$ cat src/rtl/piso_tx_scheduler.sv
// Sequencing controller for an 8-bit PISO: round-robin arbitration between two
// valid/ready requesters, load strobe generation and shift/gap window timing.
module piso_tx_scheduler #(
  parameter int WIDTH = 8,
  parameter int GAP   = 1
) (
  input  logic             clk,
  input  logic             rst,
  input  logic             req0_valid,
  input  logic [WIDTH-1:0] req0_data,
  output logic             req0_ready,
  input  logic             req1_valid,
  input  logic [WIDTH-1:0] req1_data,
  output logic             req1_ready,
  output logic             piso_load,
  output logic [WIDTH-1:0] piso_data,
  output logic             tx_active,
  output logic             tx_src,
  output logic             tx_done
);

  localparam int CNT_MAX = (WIDTH > 15) ? WIDTH : 15;
  localparam int CW      = $clog2(CNT_MAX + 1);
  localparam logic [CW-1:0] SHIFT_LOAD = CW'(WIDTH - 1);
  localparam logic [CW-1:0] GAP_LOAD   = (GAP > 0) ? CW'(GAP - 1) : '0;

  typedef enum logic [1:0] {ST_IDLE, ST_LOAD, ST_SHIFT, ST_GAP} state_t;

  state_t        state, state_nxt;
  logic [CW-1:0] cnt, cnt_nxt;
  logic          last_grant;
  logic          grant;
  logic          accept;

  // With both valid the requester not served last time wins; last_grant
  // resets to 1 so req0 is favoured first.
  always_comb begin
    grant = req1_valid;
    if (req0_valid && req1_valid) grant = ~last_grant;
  end

  assign accept = req0_ready | req1_ready;

  // State register. The counter reloads on every state entry and counts down
  // to zero, which marks the final cycle of SHIFT or GAP.
  // NOTE: sequential state uses non-blocking assignments so every flop samples
  // pre-edge values regardless of statement order.
  always_ff @(posedge clk or negedge rst) begin
    if (!rst) begin
      state <= ST_IDLE;
      cnt   <= '0;
    end else begin
      state <= state_nxt;
      cnt   <= cnt_nxt;
    end
  end

  // NOTE: both combinational outputs get defaults first so no path infers a latch.
  always_comb begin
    state_nxt = state;
    cnt_nxt   = cnt;
    unique case (state)
      ST_IDLE: begin
        if (accept) begin
          state_nxt = ST_LOAD;
          cnt_nxt   = '0;
        end
      end
      ST_LOAD: begin
        state_nxt = ST_SHIFT;
        cnt_nxt   = SHIFT_LOAD;
      end
      ST_SHIFT: begin
        if (cnt != '0) begin
          cnt_nxt = cnt - CW'(1);
        end else if (GAP == 0) begin
          state_nxt = ST_IDLE;
          cnt_nxt   = '0;
        end else begin
          state_nxt = ST_GAP;
          cnt_nxt   = GAP_LOAD;
        end
      end
      ST_GAP: begin
        if (cnt != '0) begin
          cnt_nxt = cnt - CW'(1);
        end else begin
          state_nxt = ST_IDLE;
          cnt_nxt   = '0;
        end
      end
      default: begin
        state_nxt = ST_IDLE;
        cnt_nxt   = '0;
      end
    endcase
  end

  // Ready is gated by rst so the handshake is dead while reset is held, even
  // though the state register already reads IDLE.
  always_comb begin
    req0_ready = rst && (state == ST_IDLE) && req0_valid && !grant;
    req1_ready = rst && (state == ST_IDLE) && req1_valid &&  grant;
    piso_load  = (state == ST_LOAD);
    tx_active  = (state == ST_LOAD) || (state == ST_SHIFT);
    tx_done    = (state == ST_SHIFT) && (cnt == '0);
  end

  // Hold register: word and source captured only on an accepted handshake.
  always_ff @(posedge clk or negedge rst) begin
    if (!rst) begin
      piso_data  <= '0;
      tx_src     <= 1'b0;
      last_grant <= 1'b1;
    end else if (accept) begin
      piso_data  <= grant ? req1_data : req0_data;
      tx_src     <= grant;
      last_grant <= grant;
    end
  end

endmodule

$ cat config.mk
export PLATFORM = sky130hd
export DESIGN_NAME = piso_tx_scheduler
export DESIGN_NICKNAME = d
export VERILOG_FILES = /design/src/rtl/piso_tx_scheduler.sv
export SDC_FILE = /design/constraint.sdc
export NUM_CORES = 1
export LEC_CHECK = 0
export BUFFER_PORTS_ARGS = -buffer_cell sky130_fd_sc_hd__clkbuf_2
export CELL_PAD_IN_SITES_DETAIL_PLACEMENT = 1
export CELL_PAD_IN_SITES_GLOBAL_PLACEMENT = 1
export CORE_MARGIN = 2
export CORE_UTILIZATION = 37
export CTS_BUF_LIST = sky130_fd_sc_hd__clkbuf_8
export CTS_CLUSTER_DIAMETER = 120
export DETAILED_ROUTE_END_ITERATION = 10
export PLACE_DENSITY = 0.9
export SETUP_SLACK_MARGIN = 0.5
export SLEW_MARGIN = 20
export SYNTH_ARGS = -nofsm -noshare
export SYNTH_HDL_FRONTEND = slang
export SYNTH_SLANG_ARGS = --single-unit
export TNS_END_PERCENT = 10
$ cat constraint.sdc
create_clock -name clk -period 2.2 [get_ports clk]
set_clock_uncertainty 0.05 [all_clocks]
set_input_delay 0.11 -clock clk [delete_from_list [all_inputs] [get_ports clk]]
set_output_delay 0.11 -clock clk [all_outputs]
set_load 0.03 [all_outputs]
# Word-level counts from Yosys, hierarchy flattened
# Index checks and enable logic that the tools add are counted.
word_totals:
  regBits: 16
  latch_bits: 0
  ramBits: 0
  mem_bits_ro: 0
  in_bits: 20
  out_inout_bits: 14
  elab_cells: 37
  n_memories: 0
classes:
  add_sub_neg: 1
  n_mul: 0
  div: 0
  n_lt_le_gt_ge: 0
  n_eq_ne: 6
  shifts: 0
  n_mux: 9
  n_bitwise: 2
  reduce_logical: 14
op_table:
  columns: ["operator", "n"]
  rows:
  - ["4-bit case mux with 3 select lines", 1]
  - ["4-bit two-way mux", 2]
  - ["8-bit two-way mux", 1]
  - ["2-bit case mux with 4 select lines", 1]
  - ["1-bit logical AND", 7]
  - ["2-bit two-way mux", 3]
  - ["2-bit inequality test (second input constant)", 3]
  - ["2-bit == test (second input constant)", 2]
  - ["4-bit zero test", 1]
  - ["4-bit nonzero test", 1]
  - ["4-bit by 1-bit subtractor with 4-bit output (second input constant)", 1]
  - ["3-bit AND reduction", 1]
  - ["2-bit by 1-bit == test with 1-bit output (second input constant)", 1]
  - ["2-bit zero test", 1]
  - ["2-bit OR reduction", 1]
  - ["1-bit zero test", 1]
  - ["1-bit logical OR", 1]
  - ["1-bit two-way mux", 1]
  - ["1-bit inverter", 1]
  - ["1-bit bitwise OR", 1]

# Longest topological paths before layout
logic_depth:
  depth_word: 7
  ltp_mapped: 7
  mapped_depth_nobuf: 5

# Worst setup path before layout
# Ideal clock, no wire load.
synth_timing:
  path_type: "flip-flop to flip-flop"
  startpoint: "reg state[1]"
  endpoint: "reg piso_data[2]"
  setup_ps: 136
  t_arrival_ps: 1426
  required_time_ps: 2014
  path_slack_ps: 588
  stages_incl_launch_ff: 7
  path_buffers: 2
  period_less_slack_ps: 1612
  path_cell_list: "dfrtp_1 -> inv_1 -> ha_1 -> buf_2 -> o211ai_1 -> clkbuf_1 -> o21ai_0"
synth_between:
  elab_chain_cells: 5
  word_cells_on_any_way: 7
  cone_classes: "1 x bitwise; 6 x reduce/logical"
synth_rtl:
  columns: ["element", "line_no", "rtl"]
  rows:
  - ["from (decl)", "29", "state_t state, state_nxt;"]
  - ["from (signal assigned)", "53", "state <= state_nxt;"]
  - ["2-bit zero test (*)", "102, 103", null]
  - ["1-bit logical AND (*)", "102, 103", null]
  - ["1-bit logical AND, on equally long branches (2 in a row)", "102, 103", null]
  - ["1-bit bitwise OR (*)", "42", "assign accept = req0_ready | req1_ready;"]
  - ["to (signal assigned)", "116", "piso_data <= grant ? req1_data : req0_data;"]
  - ["to (decl)", "16", "output logic [WIDTH-1:0] piso_data,"]
# Mark *: on every way between the ends. The rest lies on a longest branch, timed or not.
# A chain may end at the register's enable or synchronous reset.

# Final worst setup path
layout_timing:
  startpoint: "reg cnt[0]"
  endpoint: "reg state[0]"
layout_between:
  elab_chain_cells: 3
  word_cells_on_any_way: 4
  cone_classes: "2 x eq/ne; 2 x reduce/logical"
layout_rtl:
  columns: ["element", "line_no", "rtl"]
  rows:
  - ["from (decl)", "30", "logic [CW-1:0] cnt, cnt_nxt;"]
  - ["from (signal assigned)", "54", "cnt <= cnt_nxt;"]
  - ["4-bit nonzero test (*)", "74, 85", null]
  - ["2-bit inequality test (no source line)", null, null]
  - ["3-bit AND reduction (no source line) (*)", null, null]
# Marks and branches as above.

==> summary.txt <==
Outcome
  – Run status: finished clean

Synth
  – Syn Inst Count: 89
  – Ranking of synthesized cells by area: dfrtp_1 42%, mux2i_1 9.0%, ha_1 7.1%
  – Register area share after synthesis: 45.3%
  – Mean post-synth cell area: around 10 µm²
  – Yosys top cell area share: 42.4%
  – #FFs+latches synth: 16
  – Yosys warnings: 0
  – Post-Syn Area: a little under 900 µm²
  – Library cells used by synthesis: 34
  – Largest area contributor in the netlist: dfrtp_1
  – Syn_nets: approximately 110

Die
  – IO Count: 34
  – Initial core utilization: 39.7%
  – Die X: 52.9 µm
  – Number of core rows: 17
  – Die H: around 53 µm
  – Core Area: 0.00223 mm²
  – Die area: 0.00280 mm²

Route
  – Routed wire per std cell: 14.8 µm
  – Final wirelength: 2.33 mm
  – Antenna Violating Nets Remaining: 0
  – # DRC: 0
  – Vias: about 820
  – DR iter-0 viols: 11
  – Drt via density: 5.22
  – Drt pass-1 iters: 4

Global route
  – Total Routing Usage GR: between 10% and 20%
  – Initial antenna violation count: 0
  – Pin count of the biggest net entering global routing: 17
  – Vias in the first global route: approximately 850
  – First-pass GRT wire length: 3.79 mm
  – Remaining global-route overflow: 0

Job
  – Maxcap violations: 0

Power and ir drop
  – Power Density: 1500 mW/mm²
  – Pleak: 0.614 nW
  – Switch share: 45.4%
  – Internal power: 0.997 mW
  – Clock share of power: between 10 and 15%
  – Sw power: 0.827 mW
  – Comb power frac: between 50% and 60%
  – Seq pwr share: a little under a third
  – Max VDD drop: between 0.0009 and 0.001 V

Setup path
  – Setup CP Type: reg -> reg
  – WP data required: 2.29 ns
  – CP startpoint kind: flop
  – Cells on worst reg2reg path: 3
  – Worst Path Max Fanout: 7
  – CP endpoint kind: flop
  – Crit path DAT: 1.78 ns

STA
  – Slew Limit Fails: 0
  – Slew HR: 51.8%
  – Clock period minus worst slack: between 1.5 and 2 ns
  – Final setup viols: 0
  – Final Hold Viols: 0
  – Setup TNS: 0 ns
  – Final critical-path share of the clock period: about three quarters
  – Hold Worst Slack: 0.0840 ns
  – Unrepaired setup endpoints after global routing: true
  – Worst-Margin Slew: just over 0.7 ns
  – FMAX: 591 MHz

Hold path
  – Hold Path Stages: 3
  – HP Class: in -> reg

Placed design
  – Placer Congestion: roughly 0.85
  – Detail Placement HPWL: 1.68 mm
  – I/O Buffers: 33

Cells and area
  – Area delta synth->final: 37.7%
  – Diode count: 0
  – Layout cells sized above 1: 40.3%
  – Commonest non-fill, non-tap cells in the layout: 32 x clkbuf_2, 14 x dfrtp_1, 11 x o21ai_0, 9 x nand2_1, 8 x mux2i_1
  – Commonest non-fill, non-tap cell in the layout: clkbuf_2
  – Layout Nets: 155

Clock tree
  – Clock Path Buffers: 2
  – Reg clk slew, reported paths: 0.07 ns
  – Clk sinks: 16
  – Worst-Skew Late Latency: roughly 0.25 ns
  – H-tree levels: 1
  – CTS Buf Count: 3
  – Clock Tree Root: clkbuf_8
  – CTS tree: yes
==> critical path: stages (launching register included) <==
cell,delay (ns)
dfrtp_1,0.46
or4_4,0.55
a22o_1,0.24
o32a_1,0.28
==> kinds of logic (layout without fill, tap and decap cells) <==
kind of cell | count (synthesis) | count (layout) | share of synthesized area (%)
adders and majority gates | 5 | 5 | 7.06
AOI/OAI and AO/OA | 26 | 26 | 19.2
and+or+nand+nor | 25 | 25 | 14.4
buffers and inverters | 8 | 48 | 3.67
DFF | 16 | 16 | 45.3
muxes | 9 | 9 | 10.3
==> Yosys cell counts <==
cell,count
a22oi_1,1
dfstp_2,1
and2_1,1
or2_2,1
and3_1,1
nor4_1,1
nand3_1,3
o32a_1,1
a21oi_1,1
o21a_1,2
clkbuf_1,1
a31oi_1,1
buf_2,2
a221oi_1,1
a22o_1,1
mux2_2,1
nand2_1,9
o22ai_1,1
inv_1,5
ha_1,5
o21ai_0,11
mux2i_1,8
a2bb2oi_1,1
or4_4,1
nor2b_1,1
nor3_1,2
a21o_1,1
o2111ai_1,1
nand4_1,1
nor2_1,3
and2b_2,1
a21boi_0,1
dfrtp_1,15
o211ai_1,2
==> worst paths after layout <==
check / from / to / slack, ns
worst max-delay path: cnt[0]$_DFFE_PN0P_ / state[0]$_DFFE_PN0P_ / 0.51
worst min-delay path: req1_valid / last_grant$_DFFE_PN1P_ / 0.08
worst max register to register: cnt[0]$_DFFE_PN0P_ / state[0]$_DFFE_PN0P_ / 0.51
worst min register to register: piso_data[2]$_DFFE_PN0P_ / piso_data[2]$_DFFE_PN0P_ / 0.44
max in group asynchronous: rst / state[1]$_DFFE_PN0P_ / 1.38
min in group asynchronous: rst / piso_data[7]$_DFFE_PN0P_ / 0.28
==> state kept, by name (all words and copies together), names as in the netlist <==
register and cells:
piso_data 8, cnt 4, state 2, last_grant 1
tx_src 1
==> what timing repair did <==
item                                   in CTS  in global routing
hold buffers                                3                  0
setup endpoints to repair                  12                 17
endpoints found under the hold margin      15                  0
buffers inserted                            1                  1
gates resized for setup                     1                 10
pin swaps                                   1                  0
==> layer usage <==
layer	track usage, %	part of all wire [%]
met3	2.82	5.7
met1	22.0	44
met5	0	0
met2	33.8	49
met4	7.69	1.7
==> power by group through the flow <==
stage / Clock (mW) / Sequential, mW / Combinational (mW)
final: 0.265 / 0.563 / 0.996
after global routing: 0.289 / 0.587 / 1.10
after CTS: 0.272 / 0.565 / 0.913
after detailed placement: 0 / 0.565 / 0.898
after global placement: 0 / 0.554 / 0.871
after floorplan: 0 / 0.688 / 0.532
==> stage by stage <==
stage          cell area [µm²]  power [mW]  cells  util [%]  worst slack, ns
2_1_floorplan              886        1.22     89         -            0.588
3_3_place_gp              1080        1.43    148      48.3            0.297
3_5_place_dp              1080        1.46    148      48.3            0.213
4_1_cts                   1180        1.75    156      52.7            0.216
5_1_grt                   1220        1.98    157      54.6            0.447
6_report                  1220        1.82    157      54.6            0.507
==> layout make-up <==
| type | instances | area, µm² |
|---|---|---|
| tap | 28 | 35.0 |
| sequential | 16 | 403 |
| clock buffer | 4 | 55.1 |
| multi-input combinational | 65 | 488 |
| timing repair buffer | 39 | 220 |
| inverter | 5 | 18.8 |
| fill | 279 | 1010 |
Note: power is estimated with default switching activity, not from simulation.
